==> src/rtl/fetch_queue_ctrl.sv <==
// ---------------------------------------------------------------------------
// fetch_queue_ctrl
//
// Instruction fetch controller with a small prefetch queue. It sits between a
// combinational-read instruction memory and the decode stage.
//
// The block owns the fetch PC. Each cycle it fetches one word from the
// instruction memory. It stores that word together with its PC in a circular
// queue. Decode takes the head entry over a valid/ready handshake.
//
// A redirect flushes the queue and restarts fetch at a new PC. While halt is
// high, fetch is frozen but the queue keeps draining.
//
// Ports
//   clk             rising-edge clock
//   reset           asynchronous active-high reset
//   imem_addr       word address to instruction memory (fetch_pc[ADDR_WIDTH+1:2])
//   imem_rd         combinational read data for imem_addr
//   halt            level; suppresses new fetches while high
//   redirect_valid  one-cycle pulse: flush the queue, restart at redirect_pc
//   redirect_pc     new byte PC (low two bits ignored)
//   out_valid       head entry valid
//   out_ready       decode accepts the head entry
//   out_instr       head instruction
//   out_pc          head byte PC
//   count           number of occupied queue entries, 0..DEPTH
// ---------------------------------------------------------------------------
module fetch_queue_ctrl #(
    parameter int XLEN       = 32,
    parameter int ADDR_WIDTH = 8,
    parameter int DEPTH      = 4,
    parameter logic [XLEN-1:0] RESET_PC = '0
) (
    input  logic                      clk,
    input  logic                      reset,
    output logic [ADDR_WIDTH-1:0]     imem_addr,
    input  logic [XLEN-1:0]           imem_rd,
    input  logic                      halt,
    input  logic                      redirect_valid,
    input  logic [XLEN-1:0]           redirect_pc,
    output logic                      out_valid,
    input  logic                      out_ready,
    output logic [XLEN-1:0]           out_instr,
    output logic [XLEN-1:0]           out_pc,
    output logic [$clog2(DEPTH):0]    count
);

    localparam int PTR_W = $clog2(DEPTH);
    localparam int CNT_W = PTR_W + 1;

    typedef enum logic {
        RUN    = 1'b0,
        HALTED = 1'b1
    } state_t;

    state_t            state_reg;
    state_t            state_next;
    logic [XLEN-1:0]   fetch_pc_reg;
    logic [PTR_W-1:0]  head_reg;
    logic [PTR_W-1:0]  tail_reg;
    logic [CNT_W-1:0]  count_reg;
    logic              push;
    logic              pop;

    logic [XLEN-1:0]   pc_mem    [DEPTH];
    logic [XLEN-1:0]   instr_mem [DEPTH];

    assign imem_addr = fetch_pc_reg[ADDR_WIDTH+1:2];
    assign count     = count_reg;
    assign out_valid = (count_reg != '0);
    assign out_instr = instr_mem[head_reg];
    assign out_pc    = pc_mem[head_reg];

    // Handshake and fetch qualification, plus the RUN/HALTED next-state logic.
    // A redirect voids any handshake in its cycle and blocks the push.
    // A full queue may still push when the head leaves in the same cycle.
    always_comb begin
        state_next = state_reg;
        pop        = 1'b0;
        push       = 1'b0;

        pop  = out_valid & out_ready & ~redirect_valid;
        push = (state_reg == RUN) & ~halt & ~redirect_valid
             & ((count_reg < CNT_W'(DEPTH)) | pop);

        case (state_reg)
            RUN:     if (halt)  state_next = HALTED;
            HALTED:  if (!halt) state_next = RUN;
            default: state_next = RUN;
        endcase
    end

    always_ff @(posedge clk or posedge reset) begin
        if (reset) begin
            state_reg <= RUN;
        end else begin
            // The state always follows halt, even in a redirect cycle.
            state_reg <= state_next;
        end
    end

    // Pointers, occupancy and fetch PC.
    always_ff @(posedge clk or posedge reset) begin
        if (reset) begin
            fetch_pc_reg <= RESET_PC;
            head_reg     <= '0;
            tail_reg     <= '0;
            count_reg    <= '0;
        end else if (redirect_valid) begin
            fetch_pc_reg <= redirect_pc & ~XLEN'(3);
            head_reg     <= '0;
            tail_reg     <= '0;
            count_reg    <= '0;
        end else begin
            if (push) begin
                tail_reg     <= tail_reg + 1'b1;      // power-of-two depth wraps naturally
                fetch_pc_reg <= fetch_pc_reg + XLEN'(4);
            end
            if (pop) begin
                head_reg <= head_reg + 1'b1;
            end
            count_reg <= count_reg + CNT_W'(push) - CNT_W'(pop);
        end
    end

    // Queue storage. It is a register per entry rather than a RAM, because
    // every entry must clear on reset and the head is read combinationally.
    generate
        for (genvar gi = 0; gi < DEPTH; gi++) begin : g_entry
            always_ff @(posedge clk or posedge reset) begin
                if (reset) begin
                    pc_mem[gi]    <= '0;
                    instr_mem[gi] <= '0;
                end else if (push && (tail_reg == PTR_W'(gi))) begin
                    pc_mem[gi]    <= fetch_pc_reg;
                    instr_mem[gi] <= imem_rd;
                end
            end
        end
    endgenerate

endmodule

==> config.mk <==
export PLATFORM = sky130hd
export DESIGN_NAME = fetch_queue_ctrl
export DESIGN_NICKNAME = d
export VERILOG_FILES = /design/src/rtl/fetch_queue_ctrl.sv
export SDC_FILE = /design/constraint.sdc
export NUM_CORES = 1
export LEC_CHECK = 0
export CAP_MARGIN = 20
export CORE_MARGIN = 2
export CORE_UTILIZATION = 57
export CTS_BUF_LIST = sky130_fd_sc_hd__clkbuf_16
export DETAILED_ROUTE_END_ITERATION = 12
export MAX_ROUTING_LAYER = met4
export PLACE_DENSITY = 0.84
export RECOVER_POWER = 100
export SLEW_MARGIN = 20
export SYNTH_ARGS = -nofsm -noshare
export SYNTH_HDL_FRONTEND = slang
export SYNTH_SLANG_ARGS = --single-unit
==> constraint.sdc <==
create_clock -name clk -period 9.5 [get_ports clk]
set_input_delay 0.95 -clock clk [delete_from_list [all_inputs] [get_ports clk]]
set_output_delay 0.95 -clock clk [all_outputs]
set_load 0.02 [all_outputs]
After elaboration in Yosys (flattened, before gate mapping). Index checks and enable logic that the tools add are counted.

$add $sub $neg: 5. Magnitude comparators: 2. Eq/ne operators: 3. Multiplexer cells: 14. Bitwise gates (word level): 10. Reductions and logical operators: 8.

Operators by type and width (number): 32-bit 2-to-1 mux (6); 32-bit binary-select mux with 2-bit select (2); 32-bit by 3-bit adder with 32-bit output, second input constant (1); 2-bit 2-to-1 mux (4); 1-bit AND (5); 2-bit by 1-bit adder with 2-bit output, second input constant (2); 2-bit equality test, second input constant (2); 1-bit logical AND (4); 2-bit nonzero test (2); 3-bit by 1-bit adder with 3-bit output (1); 3-bit greater-or-equal comparator, second input constant (1); 3-bit less-than comparator, second input constant (1); 3-bit 2-to-1 mux (1); 1-bit NOT (3); 2-bit NOT with 3-bit output (1); 3-bit nonzero test (1); 3-bit by 1-bit subtractor with 3-bit output (1); 2-bit by 1-bit equality test with 1-bit output, second input constant (1); 2-bit zero test (1); 1-bit 2-to-1 mux (1); 1-bit bitwise OR (1).

Bits in registers: 296. Input port bits: 69. Output and inout bits: 76. Logic and storage cells: 55.

Depth between registers and ports, before layout.
Word-level depth: 8. Gate-level depth with buffers: 11. Mapped depth without buffers: 10.

Worst setup path after synthesis. OpenSTA, ideal clock, no wires.

Path type: input port to flip-flop. From: in redirect_valid. To: reg count_reg[2] (netlist: count[2]). Setup time: 0.119 ns. Arrival time: 2.624 ns. Required time: 9.381 ns. Setup slack: 6.757 ns. Stages: 10. Buffers on the path: 1. Path through: nor4_4 -> inv_1 -> clkbuf_1 -> ha_1 -> inv_1 -> ha_1 -> inv_1 -> fa_1 -> xnor2_1 -> nor2_1.

Word-level cells in the longest chain between the ends: 7. Elaborated cells on any way between the ends: 8. Classes of those cells: add/sub (2); mux (1); bitwise (5).

RTL lines: from (decl) (line 39) `input logic redirect_valid,`; 1-bit NOT (line 82, 83); 1-bit AND (line 82) `pop = out_valid & out_ready & ~redirect_valid;`; 1-bit bitwise OR (line 84) `& ((count_reg < CNT_W'(DEPTH)) | pop);`; 1-bit AND (line 84); 3-bit by 1-bit adder with 3-bit output (line 122) `count_reg <= count_reg + CNT_W'(push) - CNT_W'(pop);`; 3-bit by 1-bit subtractor with 3-bit output (line 122); 3-bit 2-to-1 mux * (line 109) `end else if (redirect_valid) begin`; to (signal assigned) (line 122); to (decl) (line 61) `logic [CNT_W-1:0] count_reg;`.

Mark *: on every way between the ends. The rest lies on a longest branch, timed or not. A chain may end at the register's enable or synchronous reset.

Worst setup path in the final report.
From: in out_ready. To: reg instr_mem[3] (netlist bit).

Word-level cells in the longest chain between the ends: 5.

RTL lines: from (decl) (line 42) `input logic out_ready,`; 1-bit AND (2 in series) (line 82); 1-bit bitwise OR (line 84); 1-bit AND (line 84); 1-bit logical AND (line 134) `end else if (push && (tail_reg == PTR_W'(gi))) begin`; to (signal, indexed assignment) (line 136) `instr_mem[gi] <= imem_rd;`; to (decl) (line 66) `logic [XLEN-1:0] instr_mem [DEPTH];`.

No other way between the ends.

==> out/metrics.cfg <==
[layout]
final_nets = 1061
area_delta_synth_final_pct = 17.0
largest_reg_flops = 128
drive_gt1_frac = 0.239
multi_input_area_sq_um = 5380
fillers = 1562
seq_area_sq_um = 7160
final_cells = 1294
postLayoutCellArea_sq_um = 15300

[critical_path]
rrSetupSlack_ps = 4340
cpLargestDelayFamily = simple AND/OR/NAND/NOR gates
max_stage_delay_ps = 2240
cp.arrival_ps = 6030
crit_path_max_fanout = 64
crit_type = in2reg
worst-path-buf-inv = 2
cp_cell_sequence = dlygate4sd3_1, nor2b_1, nor4_1, clkbuf_1, nand2_1, mux2_1
crit_required_ps = 9900
end_kind = flip-flop
critPathLaunchType = input port
crit_path_top_delay_cell = nand2_1

[power]
swShare = 0.301
p_leak_nw = 6.97
clkPwrFrac = 0.274
vdd_drop_max_mv = 0.157
p_int_mw = 2.90
p_sw_mw = 1.25
combPwrFrac = 0.308
p_seq_frac = 0.418
power_density_nw_per_um2 = 271

[placement]
routabilityCongestion = 0.767
dp_hpwl_microns = 15600
port_buffers = 140
placed_cells = 1237
place_area_sq_um = 14400

[grt]
grt_start_max_net_pins = 134
grt_pass1_wl_microns = 43600
grt_pass1_vias = 8201
track_usage = 0.233
grt_overflow_total = 0
antenna_found_initial = 1

[timing]
timing.fmax_ghz = 0.178
min_period_ps = 5630
hold_viol = 0
clock_skew_ps = 15.8
drv_slew = 458
fin_crit_sh = 0.593
finalSetupViolCount = 0
slew_headroom = -2.90
rsz0062_at_grt = false
worstMarginPinSlew_ps = 5820
setup_tns_ps = 0

[synthesis]
syn_avg_cell_area_sq_um = 14.9
synth-edff-count = 0
synth_common_cells = dfrtp_1 (286), mux2_2 (121), mux2_1 (120)
syn_area_sq_um = 13100
synth.most_common_cell = dfrtp_1
ys_warn_count = 0
async_reset_ff_frac = 1.00
ys_ff_latch = 286
synthTopCellsByArea = dfrtp_1 (55%), mux4_2 (11%), mux2_2 (10%), mux2_1 (10%), buf_4 (2.1%)
synth_top_area_share = 0.546
synth_top_area_cell = dfrtp_1
synth_cell_types = 54
synthesis.instances = 877
synth_seq_area_share = 0.546
ys.flop_type = dfrtp_1

[clock_tree]
ctsHoldBuffers = 0
ctsRootBufferMaster = clkbuf_16
cts.clk_slew.worst_paths_ps = 60
cts_resized = 0
numCtsBuffers = 30
clock-sinks = 286
cts_buffer_depth = 3
worstSkewPairLatency_ps = 540
cts_tree = done
postCtsSetupBuffers = 0
cts_max_level = 1

[routing]
route.detailed.drc = 0
vias = 7813
totalWireLength_microns = 26900
ant_nets = 0
drt_iter0_markers = 453
wl_per_cell_microns = 20.8
via_per_inst = 6.04
dr.pass1.iters = 5

[die]
rows = 55
die_area_sq_um = 24200
dieHeight_microns = 156
initial_core_util = 0.580
io_pins = 145
core_sq_um = 22600
die_x_microns = 156

[flow_run]
maxCapViolCount = 6

[outcome]
violations = capacitance limit, slew limit
status = complete, but fails checks

[worst_hold_path]
hp-class = reg2reg

-- metrics by stage --
| step | utilization | hold WS [ps] | power (mW) | setup slack [ps] |
|---|---|---|---|---|
| finish | 0.679 | 479 | 4.15 | 3870 |
| global route | 0.679 | 505 | 4.36 | 3080 |
| CTS | 0.682 | 483 | 4.26 | 5200 |
| detailed placement | 0.640 | 470 | 3.11 | 5660 |
| global placement | 0.640 | 457 | 3.07 | 5720 |
| floorplan | - | 445 | 2.57 | 658 |
-- cell families after synthesis --
| family | share of synthesized area |
|---|---|
| other | 0.000286 |
| adders and majority gates | 0.00821 |
| xor gates and xnor gates | 0.00535 |
| and+or+nand+nor | 0.0556 |
| AOI/OAI and AO/OA | 0.0314 |
| muxes | 0.314 |
| buffers and inverters | 0.0390 |
| DFF | 0.546 |
-- placed cells by master (no fill, tap or decap), types with 3 or more instances in the layout --
| cell | netlist | layout |
|---|---|---|
| dfrtp_1 | 286 | 285 |
| mux2_2 | 121 | 121 |
| mux2_1 | 120 | 120 |
| dlygate4sd3_1 | 0 | 77 |
| mux4_2 | 62 | 62 |
| clkdlybuf4s50_1 | 0 | 62 |
| nand2_1 | 42 | 46 |
| o21ai_0 | 29 | 31 |
| clkbuf_16 | 0 | 31 |
| nor2_1 | 18 | 18 |
| nand3_1 | 13 | 13 |
| nand4_1 | 11 | 12 |
| inv_1 | 8 | 11 |
| clkinv_1 | 0 | 9 |
| clkinv_2 | 0 | 8 |
| a221o_1 | 7 | 7 |
| ha_1 | 7 | 7 |
| nor2b_1 | 6 | 6 |
| xor2_1 | 6 | 6 |
| o211ai_1 | 6 | 6 |
| or3_1 | 5 | 5 |
| and3_1 | 5 | 5 |
| a31oi_1 | 4 | 4 |
| nor3_1 | 3 | 3 |
| nand3b_1 | 3 | 3 |
| a21oi_1 | 3 | 3 |
| bufinv_16 | 0 | 3 |
| buf_4 | 36 | 3 |
-- final cells by class --
class,instances,share of cell area
Sequential cell,286,0.467
Tap cell,285,0.0233
Timing Repair Buffer,146,0.0938
Antenna cell,1,0.000163
Clock buffer,31,0.0506
Inverter,8,0.00204
Clock inverter,25,0.0122
Multi-Input combinational cell,512,0.351
-- worst reg2reg max path: stages, from the launching register on --
cell and delay, ps:
dfrtp_1 420, nor2b_1 180, nor4_1 270, clkbuf_1 800, nand2_1 2250, mux2_1 1100
-- worst paths after layout --
kind | cells past startpoint | to | startpoint
max | 6 | instr_mem[3] | out_ready
min | 2 | pc_mem[73] | pc_mem[73]
max reg2reg | 5 | instr_mem[3] | count[2]
min reg2reg | 2 | pc_mem[73] | pc_mem[73]
max in group asynchronous | 3 | pc_mem[73] | reset
min in group asynchronous | 2 | instr_mem[30] | reset
-- power groups by stage --
stage,sequential [mW],combinational [mW],clock [mW]
CTS,1.74,1.37,1.16
global route,1.78,1.37,1.21
detailed placement,1.75,1.36,0
floorplan,1.65,0.922,0
global placement,1.73,1.34,0
finish,1.74,1.28,1.14
-- per-layer routing --
layer | track usage | wire length, microns | up-vias | share of wire
li1 | - | - | 3466 | -
met1 | 0.319 | 12100 | 4093 | 0.45
met2 | 0.378 | 13100 | 207 | 0.49
met3 | 0.0336 | 1140 | 47 | 0.042
met4 | 0.0529 | 556 | 0 | 0.021
met5 | - | 0 | - | 0
(Power assumes the default switching activity.)
